File: src/rtl/hub_fifo_scheduler_pkg.sv
// Shared definitions for the hub FIFO scheduler: message geometry, the broadcast
// destination and a helper that extracts the destination FPGA-ID field.
package hub_fifo_scheduler_pkg;

    localparam int HUB_FIFO_WIDTH = 32;
    localparam int FPGAID_WIDTH   = 4;

    localparam logic [FPGAID_WIDTH-1:0] BROADCAST_ID = '1;

    typedef logic [HUB_FIFO_WIDTH-1:0] msg_t;
    typedef logic [FPGAID_WIDTH-1:0]   fpga_id_t;

    // The destination occupies the most significant bits of every message.
    function automatic fpga_id_t dest_id(input msg_t msg);
        return msg[HUB_FIFO_WIDTH-1 -: FPGAID_WIDTH];
    endfunction

endpackage

File: src/rtl/hub_fifo_scheduler_rr_arbiter.sv
// Combinational round-robin arbiter: one-hot grant to the first requester at or
// after ptr in cyclic order. The caller owns and advances the pointer.
module rr_arbiter #(
    parameter int N     = 4,
    parameter int PTR_W = 2
) (
    input  logic [N-1:0]     req,
    input  logic [PTR_W-1:0] ptr,
    output logic [N-1:0]     grant
);

    logic [PTR_W-1:0] idx;

    // Walk the cyclic order backwards so the candidate closest to ptr is written last and wins.
    always_comb begin
        // NOTE: every output of a combinational block gets a default first; a missed path would infer a latch.
        grant = '0;
        idx   = '0;
        for (int k = N - 1; k >= 0; k--) begin
            idx = PTR_W'((int'(ptr) + k) % N);
            if (req[idx]) begin
                grant      = '0;
                grant[idx] = 1'b1;
            end
        end
    end

endmodule

File: src/rtl/hub_fifo_scheduler.sv
// Hub message scheduler: round-robin merge of downstream channels into one
// upstream register, FPGA-ID routing of upstream messages, and status aggregation.
module hub_fifo_scheduler
    import hub_fifo_scheduler_pkg::*;
#(
    parameter int DOWNSTREAM_FIFO_COUNT = 4
) (
    input  logic                                        clk,
    input  logic                                        reset,
    input  logic [DOWNSTREAM_FIFO_COUNT*HUB_FIFO_WIDTH-1:0] down_in_data,
    input  logic [DOWNSTREAM_FIFO_COUNT-1:0]            down_in_valid,
    output logic [DOWNSTREAM_FIFO_COUNT-1:0]            down_in_ready,
    output logic [HUB_FIFO_WIDTH-1:0]                   up_out_data,
    output logic                                        up_out_valid,
    input  logic                                        up_out_ready,
    input  logic [HUB_FIFO_WIDTH-1:0]                   up_in_data,
    input  logic                                        up_in_valid,
    output logic                                        up_in_ready,
    output logic [DOWNSTREAM_FIFO_COUNT*HUB_FIFO_WIDTH-1:0] down_out_data,
    output logic [DOWNSTREAM_FIFO_COUNT-1:0]            down_out_valid,
    input  logic [DOWNSTREAM_FIFO_COUNT-1:0]            down_out_ready,
    input  logic [DOWNSTREAM_FIFO_COUNT-1:0]            downstream_has_message_flying,
    input  logic [DOWNSTREAM_FIFO_COUNT-1:0]            downstream_has_odd_clusters,
    output logic                                        upstream_has_message_flying,
    output logic                                        upstream_has_odd_clusters,
    output logic                                        route_error
);

    localparam int N     = DOWNSTREAM_FIFO_COUNT;
    localparam int PTR_W = (N > 1) ? $clog2(N) : 1;

    // Upstream merge state
    msg_t             up_reg;
    logic             up_valid;
    logic [PTR_W-1:0] rr_ptr;
    logic             up_load_ok;
    logic [N-1:0]     req;
    logic [N-1:0]     grant;
    logic [PTR_W-1:0] grant_idx;
    msg_t             grant_data;

    // Downstream route state
    msg_t             dn_reg;
    logic [N-1:0]     pend;
    logic             up_accept;
    fpga_id_t         dest;

    // A full register that is draining this cycle can take a new grant with no bubble.
    assign up_load_ok = !up_valid || up_out_ready;
    assign req        = down_in_valid & {N{up_load_ok}};

    rr_arbiter #(
        .N     (N),
        .PTR_W (PTR_W)
    ) u_arb (
        .req   (req),
        .ptr   (rr_ptr),
        .grant (grant)
    );

    always_comb begin
        grant_idx = '0;
        for (int i = 0; i < N; i++) begin
            if (grant[i]) grant_idx = PTR_W'(i);
        end
        grant_data = down_in_data[int'(grant_idx)*HUB_FIFO_WIDTH +: HUB_FIFO_WIDTH];
    end

    assign down_in_ready = grant;
    assign up_out_data   = up_reg;
    assign up_out_valid  = up_valid;

    // NOTE: sequential state is written with non-blocking assignments so every flop samples pre-edge values.
    always_ff @(posedge clk or negedge reset) begin
        if (!reset) begin
            up_reg   <= '0;
            up_valid <= 1'b0;
            rr_ptr   <= '0;
        end else if (|grant) begin
            up_reg   <= grant_data;
            up_valid <= 1'b1;
            rr_ptr   <= (int'(grant_idx) == N - 1) ? '0 : grant_idx + 1'b1;
        end else if (up_out_ready) begin
            up_valid <= 1'b0;
        end
    end

    assign up_in_ready    = (pend == '0);
    assign up_accept      = up_in_valid && up_in_ready;
    assign dest           = dest_id(up_in_data);
    assign down_out_valid = pend;
    assign down_out_data  = {N{dn_reg}};

    // Unicast to a channel that does not exist is dropped and flagged until reset.
    always_ff @(posedge clk or negedge reset) begin
        if (!reset) begin
            dn_reg      <= '0;
            pend        <= '0;
            route_error <= 1'b0;
        end else if (up_accept) begin
            dn_reg <= up_in_data;
            if (dest == BROADCAST_ID) begin
                pend <= '1;
            end else if (int'(dest) < N) begin
                pend <= N'(1) << dest;
            end else begin
                pend        <= '0;
                route_error <= 1'b1;
            end
        end else begin
            pend <= pend & ~down_out_ready;
        end
    end

    always_ff @(posedge clk or negedge reset) begin
        if (!reset) begin
            upstream_has_message_flying <= 1'b0;
            upstream_has_odd_clusters   <= 1'b0;
        end else begin
            upstream_has_message_flying <= (|downstream_has_message_flying) || (|down_in_valid)
                                           || up_valid || up_in_valid || (pend != '0);
            upstream_has_odd_clusters   <= |downstream_has_odd_clusters;
        end
    end

endmodule

File: config.mk
export PLATFORM = sky130hd
export DESIGN_NAME = hub_fifo_scheduler
export DESIGN_NICKNAME = d
export VERILOG_FILES = /design/src/rtl/hub_fifo_scheduler_pkg.sv /design/src/rtl/hub_fifo_scheduler_rr_arbiter.sv /design/src/rtl/hub_fifo_scheduler.sv
export SDC_FILE = /design/constraint.sdc
export NUM_CORES = 1
export LEC_CHECK = 0
export BUFFER_PORTS_ARGS = -buffer_cell sky130_fd_sc_hd__buf_2
export CORE_AREA = 2 2 137 139
export CTS_CLUSTER_DIAMETER = 40
export DETAILED_ROUTE_END_ITERATION = 8
export DIE_AREA = 0 0 139 141
export SYNTH_ARGS = -nofsm -noshare
export SYNTH_HDL_FRONTEND = slang
export SYNTH_SLANG_ARGS = --single-unit
File: constraint.sdc
create_clock -name clk -period 3.8 [get_ports clk]
set_clock_uncertainty 0.05 [all_clocks]
set_input_delay 0.57 -clock clk [delete_from_list [all_inputs] [get_ports clk]]
set_output_delay 0.57 -clock clk [all_outputs]
set_load 0.02 [all_outputs]
==> flow_summary.ini <==
[status]
status = complete, no violations

[pwr]
p_comb_share_pct = 64.8
swShare_pct = 48.56
power_mw = 6.603
p_leak_nw = 3.288
powerDensity_nw_per_um2 = 1023
intPower_mw = 3.396
peakVddDrop_mv = 0.6568
pwr-share-clk_pct = 15.0
pwr-share-seq_pct = 20.2
p_switching_mw = 3.206

[hold_path]
min_path_type = in -> async

[cells_and_area]
nets = 970
fillers = 1889
synthToLayoutAreaGrowth_pct = 33.61
seqCellArea_um2 = 1852
mostFrequentLayoutCells = buf_2 (351), nand2_1 (95), dfrtp_1 (74)
final_common_cell = buf_2
instances_no_fill = 1022
layout-drive-gt1-share_pct = 53.62
multi_input_area_um2 = 2071

[cts]
cts_root_buf = clkbuf_16
post_cts_resized = 0
insertion_delay_ns = 0.33
cts_setup_buffers = 0
cts_tree = built
cts_buffers = 9
htree_levels = 3
clk_path_buf_depth = 2
path_clk_slew_ns = 0.06
cts_sinks = 74
ctsHoldBuffers = 0

[placement]
place.gp.congestion = 0.7882
dp_cells = 1005
io_buffers = 352
dp.final_hpwl_um = 11620
post-place-ws_ns = 0.3686

[worst_setup_path]
critPathMaxFanout = 30
critical_path_required_ns = 3.18
crit_path_end_kind = primary output
crit_type = reg -> out
cp-start-kind = register
cp.arrival_ns = 2.82

[routing]
drcViolationCount = 0
dr_total_vias = 4694
wl_per_cell_um = 14.92
wirelength_um = 15250
first_pass_iters = 4
first_iter_violations = 166
routed_via_density = 4.593
ant_nets = 0

[timing]
fin_ws_ns = 0.3617
tns_ns = 0
slew_headroom_pct = 46.16
hold_violations = 0
drv_slew = 0
post-route-period-util_pct = 90.48
period_minus_slack_ns = 3.438
worstMarginPinSlew_ns = 0.8076
hold-worst-slack_ns = 0.2757
rsz0062_at_grt = no
max_freq_mhz = 290.8
setup_violations = 0

[logic_synthesis]
synth_fp_nets = 727
synthCells = 539
yosys_register_bits = 74
syn_area_um2 = 4832
synth_edf_count = 0
synth_ff_type = dfrtp_1
ys_types = 45
seq_area_frac_synth_pct = 38.32
yosysWarnings = 0
async_reset_ff_share_pct = 100.0
avgSynthCellArea_um2 = 8.965

[floorplan]
die_area_um2 = 19600
chipWidth_um = 139
start_util_pct = 26.45
pin_count = 353
die_h_um = 141
rows = 50
core_area_um2 = 18270

[global_route]
grt.total_usage_pct = 14.88
grt_pass1_wl_um = 22940
grt_pass1_vias = 4230
grt_max_degree = 68
globalRoute.totalOverflow = 0
antenna_found_initial = 2

[flow_run]
drv_cap = 0
## per-stage QoR
step	utilization [%]	area (um^2)
after floorplan	-	4832
after global placement	33.45	6110
after detailed placement	33.45	6110
after CTS	35.33	6454
after global routing	35.33	6454
final	35.34	6456
## power groups by stage
stage | sequential (mW) | clock (mW) | combinational, mW
global route | 1.38 | 1.06 | 4.72
global placement | 1.34 | 0 | 4.29
floorplan | 1.66 | 0 | 3.12
finish | 1.33 | 0.992 | 4.28
CTS | 1.34 | 1.03 | 4.35
detailed placement | 1.35 | 0 | 4.35
## cells by family after synthesis
| group | count (synthesis) | synth area share [%] |
|---|---|---|
| buf+inv | 140 | 19.14 |
| simple gates | 197 | 17.30 |
| fa+ha+maj | 8 | 2.072 |
| mux | 36 | 9.063 |
| flops | 74 | 38.32 |
| compound gates | 84 | 14.11 |
## area by class of cell
class                           instances  area share [%]
Sequential cell                        74           28.68
Clock buffer                           10           3.547
Tap cell                              234           4.535
Multi-Input combinational cell        325           32.07
Antenna cell                            1         0.03876
Clock inverter                          6           1.783
Timing Repair Buffer                  360           28.64
Inverter                               12          0.6977
## synthesized netlist by cell type, drive strengths merged, types with 4 or more instances
library cell	instances	share of area [%]
nor4	4	0.65
clkbuf	22	1.7
dfrtp	74	38
ha	8	2.1
mux2	32	7.5
a311o	29	6.0
nand3	6	0.62
a31oi	30	3.9
nand2	97	7.6
inv	12	0.93
nand4	5	0.65
nor2	65	5.0
o22ai	4	0.52
nand2b	4	0.52
and2	5	0.70
buf	106	16
## metal layers
metal / GRT usage, % / share of wire, % / vias to the layer above / routed length [um]
li1: - / - / 2259 / -
met4: 3.881 / 1.0 / 2 / 157
met2: 26.81 / 52 / 229 / 7863
met3: 4.721 / 8.3 / 10 / 1258
met5: 0 / 0.085 / - / 13
met1: 17.12 / 39 / 2194 / 5954
## critical path, stage by stage (launching register included)
cell and delay (ns):
dfrtp_1 0.37, inv_1 0.12, ha_1 0.31, mux4_2 0.35
nor3b_1 0.37, and2_1 0.23, o221ai_4 0.10, inv_2 0.07
buf_4 0.31, buf_2 0.23
## worst paths after layout
kind,from,end,slack [ns],cells after the start
worst min-delay path,reset,up_out_data[1],0.28,1
max in group asynchronous,reset,down_out_valid[1],2.67,2
min in group clk,down_out_ready[3],down_out_valid[3],0.37,2
worst max-delay path,rr_ptr[0],down_in_ready[1],0.36,9
worst min register to register,route_error,route_error,0.42,1
worst max register to register,rr_ptr[0],up_out_data[8],0.48,10
Note: power is estimated with default switching activity, not from simulation.
